## src/rtl/vga_sync_decoder_if.sv

```systemverilog
// ---------------------------------------------------------------------------
// vga_sync_decoder_if
// Bundles the raw sync inputs and the recovered timing outputs of the VGA
// sync decoder.
//   master : the side that sources HSync/VSync and consumes the results
//   slave  : the decoder itself
// Signals
//   i_HSync, i_VSync : raw active-low syncs (asynchronous to i_Clk)
//   o_X, o_Y         : recovered visible column/row, 0 outside the window
//   o_Active         : locked and inside the visible window
//   o_Locked         : timing lock flag
//   o_Line_Clocks    : last measured line length in clocks
//   o_Frame_Lines    : last measured frame length in lines
//   o_Err_Count      : lock-loss counter (0 unless VGA_SYNC_ERR_CNT_EN)
// ---------------------------------------------------------------------------
`timescale 1ns/1ps

interface vga_sync_decoder_if;
    logic        i_HSync;
    logic        i_VSync;
    logic [11:0] o_X;
    logic [11:0] o_Y;
    logic        o_Active;
    logic        o_Locked;
    logic [11:0] o_Line_Clocks;
    logic [11:0] o_Frame_Lines;
    logic [7:0]  o_Err_Count;

    modport master (
        output i_HSync, i_VSync,
        input  o_X, o_Y, o_Active, o_Locked,
               o_Line_Clocks, o_Frame_Lines, o_Err_Count
    );

    modport slave (
        input  i_HSync, i_VSync,
        output o_X, o_Y, o_Active, o_Locked,
               o_Line_Clocks, o_Frame_Lines, o_Err_Count
    );
endinterface

```

## src/rtl/vga_sync_decoder.sv

```systemverilog
// ---------------------------------------------------------------------------
// vga_sync_decoder
// Receive-side VGA timing recovery. Synchronises raw HSync/VSync, counts
// clocks per line and lines per frame from the sync falling edges, checks
// them against the expected timing and raises a lock flag after one full
// matching frame. While locked it reports the visible pixel coordinate.
// Ports
//   i_Clk   : pixel clock
//   w_Reset : synchronous, active-high reset
//   bus     : vga_sync_decoder_if.slave (syncs in, coordinates/timing out)
// Optional feature
//   VGA_SYNC_ERR_CNT_EN : when defined, o_Err_Count counts LOCKED->SEARCH
//                         transitions (saturating at 255); otherwise it is 0.
// ---------------------------------------------------------------------------
`timescale 1ns/1ps

module vga_sync_decoder #(
    parameter int TOTAL_COLS  = 800,
    parameter int TOTAL_ROWS  = 525,
    parameter int ACTIVE_COLS = 640,
    parameter int ACTIVE_ROWS = 480,
    parameter int H_START     = 144,
    parameter int V_START     = 35,
    parameter int LINE_TOL    = 2
) (
    input  logic                i_Clk,
    input  logic                w_Reset,
    vga_sync_decoder_if.slave   bus
);

    typedef enum logic [1:0] {SEARCH, MEASURE, LOCKED} state_t;

    localparam logic [12:0] LINE_MAX = 13'(TOTAL_COLS + LINE_TOL);
    localparam logic [12:0] LINE_MIN = 13'(TOTAL_COLS - LINE_TOL);
    localparam logic [12:0] ROWS_OK  = 13'(TOTAL_ROWS);
    localparam logic [12:0] TIMEOUT  = 13'(2 * TOTAL_COLS);
    localparam logic [11:0] H_FIRST  = 12'(H_START);
    localparam logic [11:0] H_LAST   = 12'(H_START + ACTIVE_COLS - 1);
    localparam logic [11:0] V_FIRST  = 12'(V_START);
    localparam logic [11:0] V_LAST   = 12'(V_START + ACTIVE_ROWS - 1);

    // -----------------------------------------------------------------------
    // Sync capture: two flops against metastability, a third for edge detect
    // -----------------------------------------------------------------------
    logic hs_meta, hs_sync, hs_prev;
    logic vs_meta, vs_sync, vs_prev;

    // NOTE: synchronizer flops reset to 1 (the idle sync level) so that
    // leaving reset never looks like a falling edge.
    always_ff @(posedge i_Clk) begin
        if (w_Reset) begin
            hs_meta <= 1'b1;
            hs_sync <= 1'b1;
            hs_prev <= 1'b1;
            vs_meta <= 1'b1;
            vs_sync <= 1'b1;
            vs_prev <= 1'b1;
        end else begin
            // NOTE: non-blocking assignments make the three stages shift
            // together; blocking ones would collapse the chain into one flop.
            hs_meta <= bus.i_HSync;
            hs_sync <= hs_meta;
            hs_prev <= hs_sync;
            vs_meta <= bus.i_VSync;
            vs_sync <= vs_meta;
            vs_prev <= vs_sync;
        end
    end

    logic hs_fall, vs_fall;
    assign hs_fall = hs_prev & ~hs_sync;
    assign vs_fall = vs_prev & ~vs_sync;

    // -----------------------------------------------------------------------
    // Counters and measurements
    // -----------------------------------------------------------------------
    logic [11:0] hc, vc;
    logic        hs_seen, vs_seen;
    logic [11:0] line_clocks, frame_lines;

    logic [12:0] line_len, frame_len;
    logic        line_fail, frame_ok, frame_fail, timeout, in_window;

    // NOTE: every signal gets a default at the top of the block, so no path
    // leaves one unassigned and no latch is inferred.
    always_comb begin
        line_len   = {1'b0, hc} + 13'd1;
        frame_len  = {1'b0, vc} + 13'd1;
        line_fail  = 1'b0;
        frame_ok   = 1'b0;
        frame_fail = 1'b0;
        if (hs_fall && hs_seen)
            line_fail = (line_len > LINE_MAX) || (line_len < LINE_MIN);
        if (vs_fall && vs_seen) begin
            frame_ok   = (frame_len == ROWS_OK);
            frame_fail = !frame_ok;
        end
        // A missing HSync keeps the count climbing until this trips.
        timeout   = !hs_fall && ({1'b0, hc} >= TIMEOUT);
        in_window = (hc >= H_FIRST) && (hc <= H_LAST) &&
                    (vc >= V_FIRST) && (vc <= V_LAST);
    end

    always_ff @(posedge i_Clk) begin
        if (w_Reset) begin
            hc          <= '0;
            vc          <= '0;
            hs_seen     <= 1'b0;
            vs_seen     <= 1'b0;
            line_clocks <= '0;
            frame_lines <= '0;
        end else begin
            if (hs_fall)
                hc <= '0;
            else if (hc != '1)
                hc <= hc + 12'd1;

            // VSync wins over a coincident HSync so the frame starts at row 0.
            if (vs_fall)
                vc <= '0;
            else if (hs_fall && vc != '1)
                vc <= vc + 12'd1;

            if (hs_fall) hs_seen <= 1'b1;
            if (vs_fall) vs_seen <= 1'b1;

            if (hs_fall && hs_seen) line_clocks <= line_len[11:0];
            if (vs_fall && vs_seen) frame_lines <= frame_len[11:0];
        end
    end

    // -----------------------------------------------------------------------
    // Lock FSM with registered outputs
    // -----------------------------------------------------------------------
    state_t      state;
    logic        locked, active;
    logic [11:0] pix_x, pix_y;

    always_ff @(posedge i_Clk) begin
        if (w_Reset) begin
            state  <= SEARCH;
            locked <= 1'b0;
            active <= 1'b0;
            pix_x  <= '0;
            pix_y  <= '0;
        end else begin
            // Outputs follow the current state, so they trail it by a clock.
            locked <= (state == LOCKED);
            active <= (state == LOCKED) && in_window;
            pix_x  <= ((state == LOCKED) && in_window) ? hc - H_FIRST : '0;
            pix_y  <= ((state == LOCKED) && in_window) ? vc - V_FIRST : '0;

            case (state)
                SEARCH: begin
                    if (vs_fall) state <= MEASURE;
                end
                MEASURE: begin
                    if (line_fail || timeout)
                        state <= SEARCH;
                    else if (frame_ok)
                        state <= LOCKED;
                    // A bad frame length simply starts a fresh measurement.
                end
                LOCKED: begin
                    if (line_fail || frame_fail || timeout) state <= SEARCH;
                end
                default: state <= SEARCH;
            endcase
        end
    end

    // -----------------------------------------------------------------------
    // Optional lock-loss counter
    // -----------------------------------------------------------------------
`ifdef VGA_SYNC_ERR_CNT_EN
    logic [7:0] err_count;
    logic       lock_lost;

    assign lock_lost = (state == LOCKED) && (line_fail || frame_fail || timeout);

    always_ff @(posedge i_Clk) begin
        if (w_Reset)
            err_count <= '0;
        else if (lock_lost && err_count != 8'hFF)
            err_count <= err_count + 8'd1;
    end

    assign bus.o_Err_Count = err_count;
`else
    assign bus.o_Err_Count = 8'd0;
`endif

    assign bus.o_X           = pix_x;
    assign bus.o_Y           = pix_y;
    assign bus.o_Active      = active;
    assign bus.o_Locked      = locked;
    assign bus.o_Line_Clocks = line_clocks;
    assign bus.o_Frame_Lines = frame_lines;

endmodule
```

## src/flat_wrapper.sv

```systemverilog
// flat-port wrapper written by rule: the top's interface ports become plain ports
module vga_sync_decoder_flat 
#(
    parameter int TOTAL_COLS  = 800,
    parameter int TOTAL_ROWS  = 525,
    parameter int ACTIVE_COLS = 640,
    parameter int ACTIVE_ROWS = 480,
    parameter int H_START     = 144,
    parameter int V_START     = 35,
    parameter int LINE_TOL    = 2
)
  (i_Clk, w_Reset, bus_i_HSync, bus_i_VSync, bus_o_X, bus_o_Y, bus_o_Active, bus_o_Locked, bus_o_Line_Clocks, bus_o_Frame_Lines, bus_o_Err_Count);
  vga_sync_decoder_if bus_i ();
  input  logic i_Clk;
  input  logic w_Reset;
  input wire logic [$bits(bus_i.i_HSync)-1:0] bus_i_HSync;
  input wire logic [$bits(bus_i.i_VSync)-1:0] bus_i_VSync;
  output wire logic [$bits(bus_i.o_X)-1:0] bus_o_X;
  output wire logic [$bits(bus_i.o_Y)-1:0] bus_o_Y;
  output wire logic [$bits(bus_i.o_Active)-1:0] bus_o_Active;
  output wire logic [$bits(bus_i.o_Locked)-1:0] bus_o_Locked;
  output wire logic [$bits(bus_i.o_Line_Clocks)-1:0] bus_o_Line_Clocks;
  output wire logic [$bits(bus_i.o_Frame_Lines)-1:0] bus_o_Frame_Lines;
  output wire logic [$bits(bus_i.o_Err_Count)-1:0] bus_o_Err_Count;
  assign bus_i.i_HSync = bus_i_HSync;
  assign bus_i.i_VSync = bus_i_VSync;
  assign bus_o_X = bus_i.o_X;
  assign bus_o_Y = bus_i.o_Y;
  assign bus_o_Active = bus_i.o_Active;
  assign bus_o_Locked = bus_i.o_Locked;
  assign bus_o_Line_Clocks = bus_i.o_Line_Clocks;
  assign bus_o_Frame_Lines = bus_i.o_Frame_Lines;
  assign bus_o_Err_Count = bus_i.o_Err_Count;
  vga_sync_decoder #(.TOTAL_COLS(TOTAL_COLS), .TOTAL_ROWS(TOTAL_ROWS), .ACTIVE_COLS(ACTIVE_COLS), .ACTIVE_ROWS(ACTIVE_ROWS), .H_START(H_START), .V_START(V_START), .LINE_TOL(LINE_TOL)) u_core (.i_Clk(i_Clk), .w_Reset(w_Reset), .bus(bus_i));
endmodule
```

## config.mk

```make
export PLATFORM = sky130hd
export DESIGN_NAME = vga_sync_decoder_flat
export DESIGN_NICKNAME = d
export VERILOG_FILES = /design/src/rtl/vga_sync_decoder_if.sv /design/src/rtl/vga_sync_decoder.sv /design/src/flat_wrapper.sv
export SDC_FILE = /design/constraint.sdc
export NUM_CORES = 1
export LEC_CHECK = 0
export ABC_CLOCK_PERIOD_IN_PS = 2470
export CORE_MARGIN = 5
export CORE_UTILIZATION = 40
export DETAILED_ROUTE_END_ITERATION = 10
export SYNTH_ARGS = -nofsm -noshare
export SYNTH_HDL_FRONTEND = slang
export SYNTH_SLANG_ARGS = --single-unit
```

## constraint.sdc

```tcl
create_clock -name i_Clk -period 2.47 [get_ports i_Clk]
set_clock_uncertainty 0.1 [all_clocks]
set_input_delay 0.3705 -clock i_Clk [delete_from_list [all_inputs] [get_ports i_Clk]]
set_output_delay 0.3705 -clock i_Clk [all_outputs]
set_load 0.005 [all_outputs]
```

# Word-level counts from Yosys, hierarchy flattened
# Cells that the tools add are included.
# op_classes
add_sub_neg,6
multipliers,0
n_div,0
order_cmp,7
n_eq_ne,8
shift,0
n_mux,8
bitwise,5
reduce_logical,19
# ops
op,count
$add A12 B1 Y13 const B,2
$add A12 B1 Y12 const B,2
$le A12 B10 Y1 const B,2
$ne A12 B12 Y1 const B,2
$eq A13 B10 Y1 const B,1
$gt A13 B10 Y1 const B,1
$lt A13 B10 Y1 const B,1
$ge A12 B11 Y1 const B,1
$ge A12 B6 Y1 const B,1
$ge A12 B8 Y1 const B,1
$sub A12 B6 Y12 const B,1
$sub A12 B8 Y12 const B,1
$logic_and A1 B1 Y1,8
$mux W2,4
$pmux W2 S3,1
$reduce_or A2 Y1,3
$logic_or A1 B1 Y1,4
$mux W1,3
$ne A3 B1 Y1 const B,1
$not A1 Y1,3
$reduce_and A3 Y1,1
$and A1 B1 Y1,2
$eq A2 B1 Y1 const B,1
$eq A2 B2 Y1 const B,1
other kinds (4),5
# totals
regBits,84
latch_bits,0
mem_bits_rw,0
rom_bits,0
out_inout_bits,58
elab_cells,70
n_memories,0

# Logic depth before layout (Yosys ltp)
# depth
depth_word,8
mapped_depth,9
ltp_nobuf,8

# Worst setup path before layout
# Ideal clock, no wire load.
# synth_path
path_kind,reg-to-reg
from,register u_core.vc[0]
to,register u_core.state[0]
setup_time_ps,117
t_arrival_ps,1979
required_time_ps,2253
slack_ps,274
stages_incl_launch_ff,10
n_path_buf,2
synth_period_minus_slack_ps,2196
path_cell_list,dfxtp_1 ha_1 buf_6 and3_4 buf_6 a211oi_2 o211ai_1 a2111oi_4 nand2_1 a32o_1
# synth_between
elab_chain_len,8
word_cells_on_any_way,10
cone_classes,1 x add/sub; 3 x eq/ne; 2 x mux; 4 x reduce/logical
# synth_lines
item,line,text
start: declaration,vga_sync_decoder.sv:77,"logic [11:0] hc, vc;"
start signal: assignment,vga_sync_decoder.sv:122,vc <= vc + 12'd1;
$add A12 B1 Y13 (*),vga_sync_decoder.sv:88,"frame_len = {1'b0, vc} + 13'd1;"
$eq A13 B10 Y1 (*),vga_sync_decoder.sv:95,frame_ok = (frame_len == ROWS_OK);
$logic_not A1 Y1,vga_sync_decoder.sv:96,frame_fail = !frame_ok;
$mux W1,vga_sync_decoder.sv:94,if (vs_fall && vs_seen) begin
$logic_or A1 B1 Y1 (2 in a row),vga_sync_decoder.sv:165,if (line_fail || frame_fail || timeout) state <= SEARCH;
$ne A2 B2 Y1 (no line),-,
$reduce_and A3 Y1 (no line) (*),-,
end signal: assignment,vga_sync_decoder.sv:161,state <= LOCKED;
end signal: assignment,vga_sync_decoder.sv:165,
end signal: assignment,vga_sync_decoder.sv:167,default: state <= SEARCH;
end: declaration,vga_sync_decoder.sv:135,state_t state;
# Every way passes the cells marked *; elsewhere a longest branch is shown, timed or not.
# A chain may end at the register's enable or synchronous reset.

# Final worst setup path
# Ends and elaborated chain as after synthesis.

==> results.sh <==
export IMPL_outcome="complete, no violations"
export IMPL_drc=0
export IMPL_postCtsSetupBuffers=0
export IMPL_ff2ff_setup_slack_ns=0.17
export IMPL_end_kind="register"
export IMPL_cts_resized=0
export IMPL_power_per_cell_area_mw_per_mm2=533
export IMPL_design_portCount=62
export IMPL_grt_max_degree=38
export IMPL_grt_pass1_wl_microns=14400
export IMPL_synth_area_sq_mm=0.00379
export IMPL_setup_ws_ns=0.174
export IMPL_synthToLayoutAreaGrowth_pct=21.6
export IMPL_overflow=0
export IMPL_numPortBuffers=53
export IMPL_h_tree_depth=3
export IMPL_die_w_microns=107
export IMPL_track_usage=0.156
export IMPL_max_slew_worst_pin_slew_ns=0.528
export IMPL_clockBufferDepth=2
export IMPL_syn_inst=433
export IMPL_grt_pass1_vias=2842
export IMPL_wire_per_inst_microns=14.2
export IMPL_fin_crit_ns=2.30
export IMPL_cp_start_kind="register"
export IMPL_wirelength_microns=8660
export IMPL_whs_ns=0.319
export IMPL_path_clk_slew_ns=0.08
export IMPL_required_ns=2.61
export IMPL_cts_tree="done"
export IMPL_relSlewSlack=0.648
export IMPL_synth_edff_count=0
export IMPL_cp_max_fo=8
export IMPL_initial_core_util=0.410
export IMPL_clockRootBuffer="clkbuf_8"
export IMPL_rsz0062_at_grt="false"
export IMPL_hold_path_class="reg -> reg"
export IMPL_max_cap_violations=0
export IMPL_core_sq_mm=0.00924
export IMPL_leakage_nw=1.65
export IMPL_async_reset_ff_frac=0
export IMPL_drive_gt1_frac=0.0890
export IMPL_syn_area_per_cell_sq_um=8.74
export IMPL_ys_ff_latch=84
export IMPL_drtPass1Iterations=4
export IMPL_nFillCells=907
export IMPL_ys_seq_area_frac=0.444
export IMPL_yosysWarningCount=0
export IMPL_hold_viol=0
export IMPL_die_height_microns=107
export IMPL_hpwlAfterDp_microns=6240
export IMPL_fin_cells=612
export IMPL_place_inst=598
export IMPL_viasPerCell=4.90
export IMPL_arrival_ns=2.44
export IMPL_gp_congestion=0.892
export IMPL_pre_cts_slack_ns=0.201
export IMPL_reg2regPathDepth=7
export IMPL_rows=35
export IMPL_vias=3001
export IMPL_r2r_start="u_core.vc[0]"
export IMPL_antenna_left=0
export IMPL_peakVddDrop_mv=0.327
export IMPL_whs_path_depth=1
export IMPL_fmax_ghz=0.436
export IMPL_nets=493
export IMPL_period_share=0.930
export IMPL_clock_sinks=84
export IMPL_min_delay_start="u_core.vs_meta"
export IMPL_die_area_sq_mm=0.0115
export IMPL_synthFlopType="dfxtp_1"
export IMPL_setup_viol=0
export IMPL_drtIter0Drc=105
export IMPL_criticalPathCategory="reg -> reg"
export IMPL_tritoncts_num_buffers=9
export IMPL_drv_slew=0
export IMPL_setup_tns_ns=0
export IMPL_grt_antenna_before_repair=0
export IMPL_insertion_delay_ns=0.35
export IMPL_hold_end="u_core.vs_sync"
export IMPL_yosysUniqueCellTypes=52
export IMPL_r2r_end="u_core.state[0]"
export IMPL_holdBufCountCts=0
export IMPL_antennaDiodeCount=0
area by class of cell:
type | instances | area (sq um) | area share
multi-input cells | 307 | 1890 | 0.410
flip-flops and latches | 84 | 1680 | 0.365
repair buffers | 68 | 643 | 0.140
well taps | 129 | 161 | 0.0351
clock buffers | 12 | 155 | 0.0337
inverters | 10 | 37.5 | 0.00815
clock inverters | 2 | 35.0 | 0.00761
placed cells by master, fill, tap and decap left out, types with 3 or more instances in the layout:
| master | n |
|---|---|
| nor2b_1 | 6 |
| a21oi_1 | 20 |
| clkbuf_8 | 11 |
| buf_4 | 15 |
| conb_1 | 9 |
| xor2_1 | 16 |
| or2_2 | 7 |
| a211oi_1 | 21 |
| dfxtp_1 | 84 |
| nor2_1 | 77 |
| nand3b_1 | 4 |
| and2_1 | 5 |
| inv_1 | 9 |
| nor3_1 | 11 |
| nand2_1 | 27 |
| nand4_1 | 5 |
| xnor2_1 | 30 |
| nand2b_1 | 5 |
| mux2i_1 | 3 |
| nor4_1 | 4 |
| clkdlybuf4s50_1 | 53 |
| ha_1 | 9 |
| or3_1 | 4 |
| and3_1 | 4 |
| nand3_1 | 13 |
synthesized netlist by cell type (all sizes together), types with 2 or more instances:
library cell | instances | area share
a31oi | 2 | 0.0033
nand4 | 5 | 0.0083
nor2 | 77 | 0.076
nand3b | 4 | 0.0079
clkbuf | 16 | 0.016
nor4b | 2 | 0.0046
or2 | 7 | 0.012
o21ai | 2 | 0.0026
a21oi | 20 | 0.026
dfxtp | 84 | 0.44
mux2i | 3 | 0.0079
and2 | 6 | 0.0099
nor3 | 12 | 0.019
inv | 10 | 0.0099
xor2 | 16 | 0.037
nor4 | 5 | 0.0099
nor3b | 2 | 0.0040
a211oi | 22 | 0.045
buf | 24 | 0.039
nand2 | 28 | 0.028
nand2b | 5 | 0.0083
xnor2 | 30 | 0.069
ha | 9 | 0.030
nor2b | 6 | 0.0099
and3 | 5 | 0.0096
or3 | 4 | 0.0066
nand3 | 13 | 0.017
layer usage:
layer  vias to the layer above  GRT usage  wire length [microns]
met5                         -          0                      0
met4                         0     0.0384                     65
met3                        13     0.0378                    361
met2                        65      0.266                   4350
met1                      1405      0.198                   3890
li1                       1518          -                      -
critical path, cell delays in order (launching register included):
cell and delay, ns:
dfxtp_1 0.37, ha_1 0.32, and3_4 0.25, a211oi_2 0.23, o211ai_1 0.15, a2111oi_4 0.43
nand2_1 0.09, a32o_1 0.26
per-stage QoR:
stage | util | total power [mW] | area (sq um)
final | 0.498 | 2.45 | 4600
after global routing | 0.498 | 2.55 | 4600
after CTS | 0.498 | 2.48 | 4600
after detailed placement | 0.478 | 1.51 | 4410
after global placement | 0.478 | 1.51 | 4410
after floorplan | - | 1.49 | 3820
state kept, by name, indices dropped and copies added, names as in the netlist, 2 cells and up:
name                      count
u_core.bus.o_X               12
u_core.state                  2
u_core.bus.o_Frame_Lines     12
u_core.bus.o_Line_Clocks     12
u_core.vc                    12
u_core.hc                    12
u_core.bus.o_Y               12
power breakdown:
group / total (mW) / internal [mW] / switching [mW]
Combinational: 0.0986 / 0.0416 / 0.0570
Clock: 0.971 / 0.511 / 0.460
Sequential: 1.38 / 1.37 / 0.0132
Total: 2.45 / 1.92 / 0.530
worst max path at each step:
| stage | start | endpoint | cells past startpoint |
|---|---|---|---|
| after floorplan | u_core.vc[0] | u_core.state[0] | 9 |
| after global placement | u_core.vc[0] | u_core.state[0] | 7 |
| after detailed placement | u_core.vc[0] | u_core.state[0] | 7 |
| after CTS | u_core.vc[0] | u_core.state[0] | 7 |
| after global routing | u_core.vc[0] | u_core.state[0] | 7 |
| final | u_core.vc[0] | u_core.state[0] | 7 |
cell families after synthesis:
kind of cell | after synthesis | synth area share
simple gates | 183 | 0.236
flops | 84 | 0.444
compound gates | 57 | 0.110
buf+inv | 50 | 0.0648
xor+xnor | 46 | 0.106
fa+ha+maj | 9 | 0.0297
mux | 3 | 0.00793
other cells | 1 | 0.000990
Note: power is estimated with default switching activity, not from simulation.
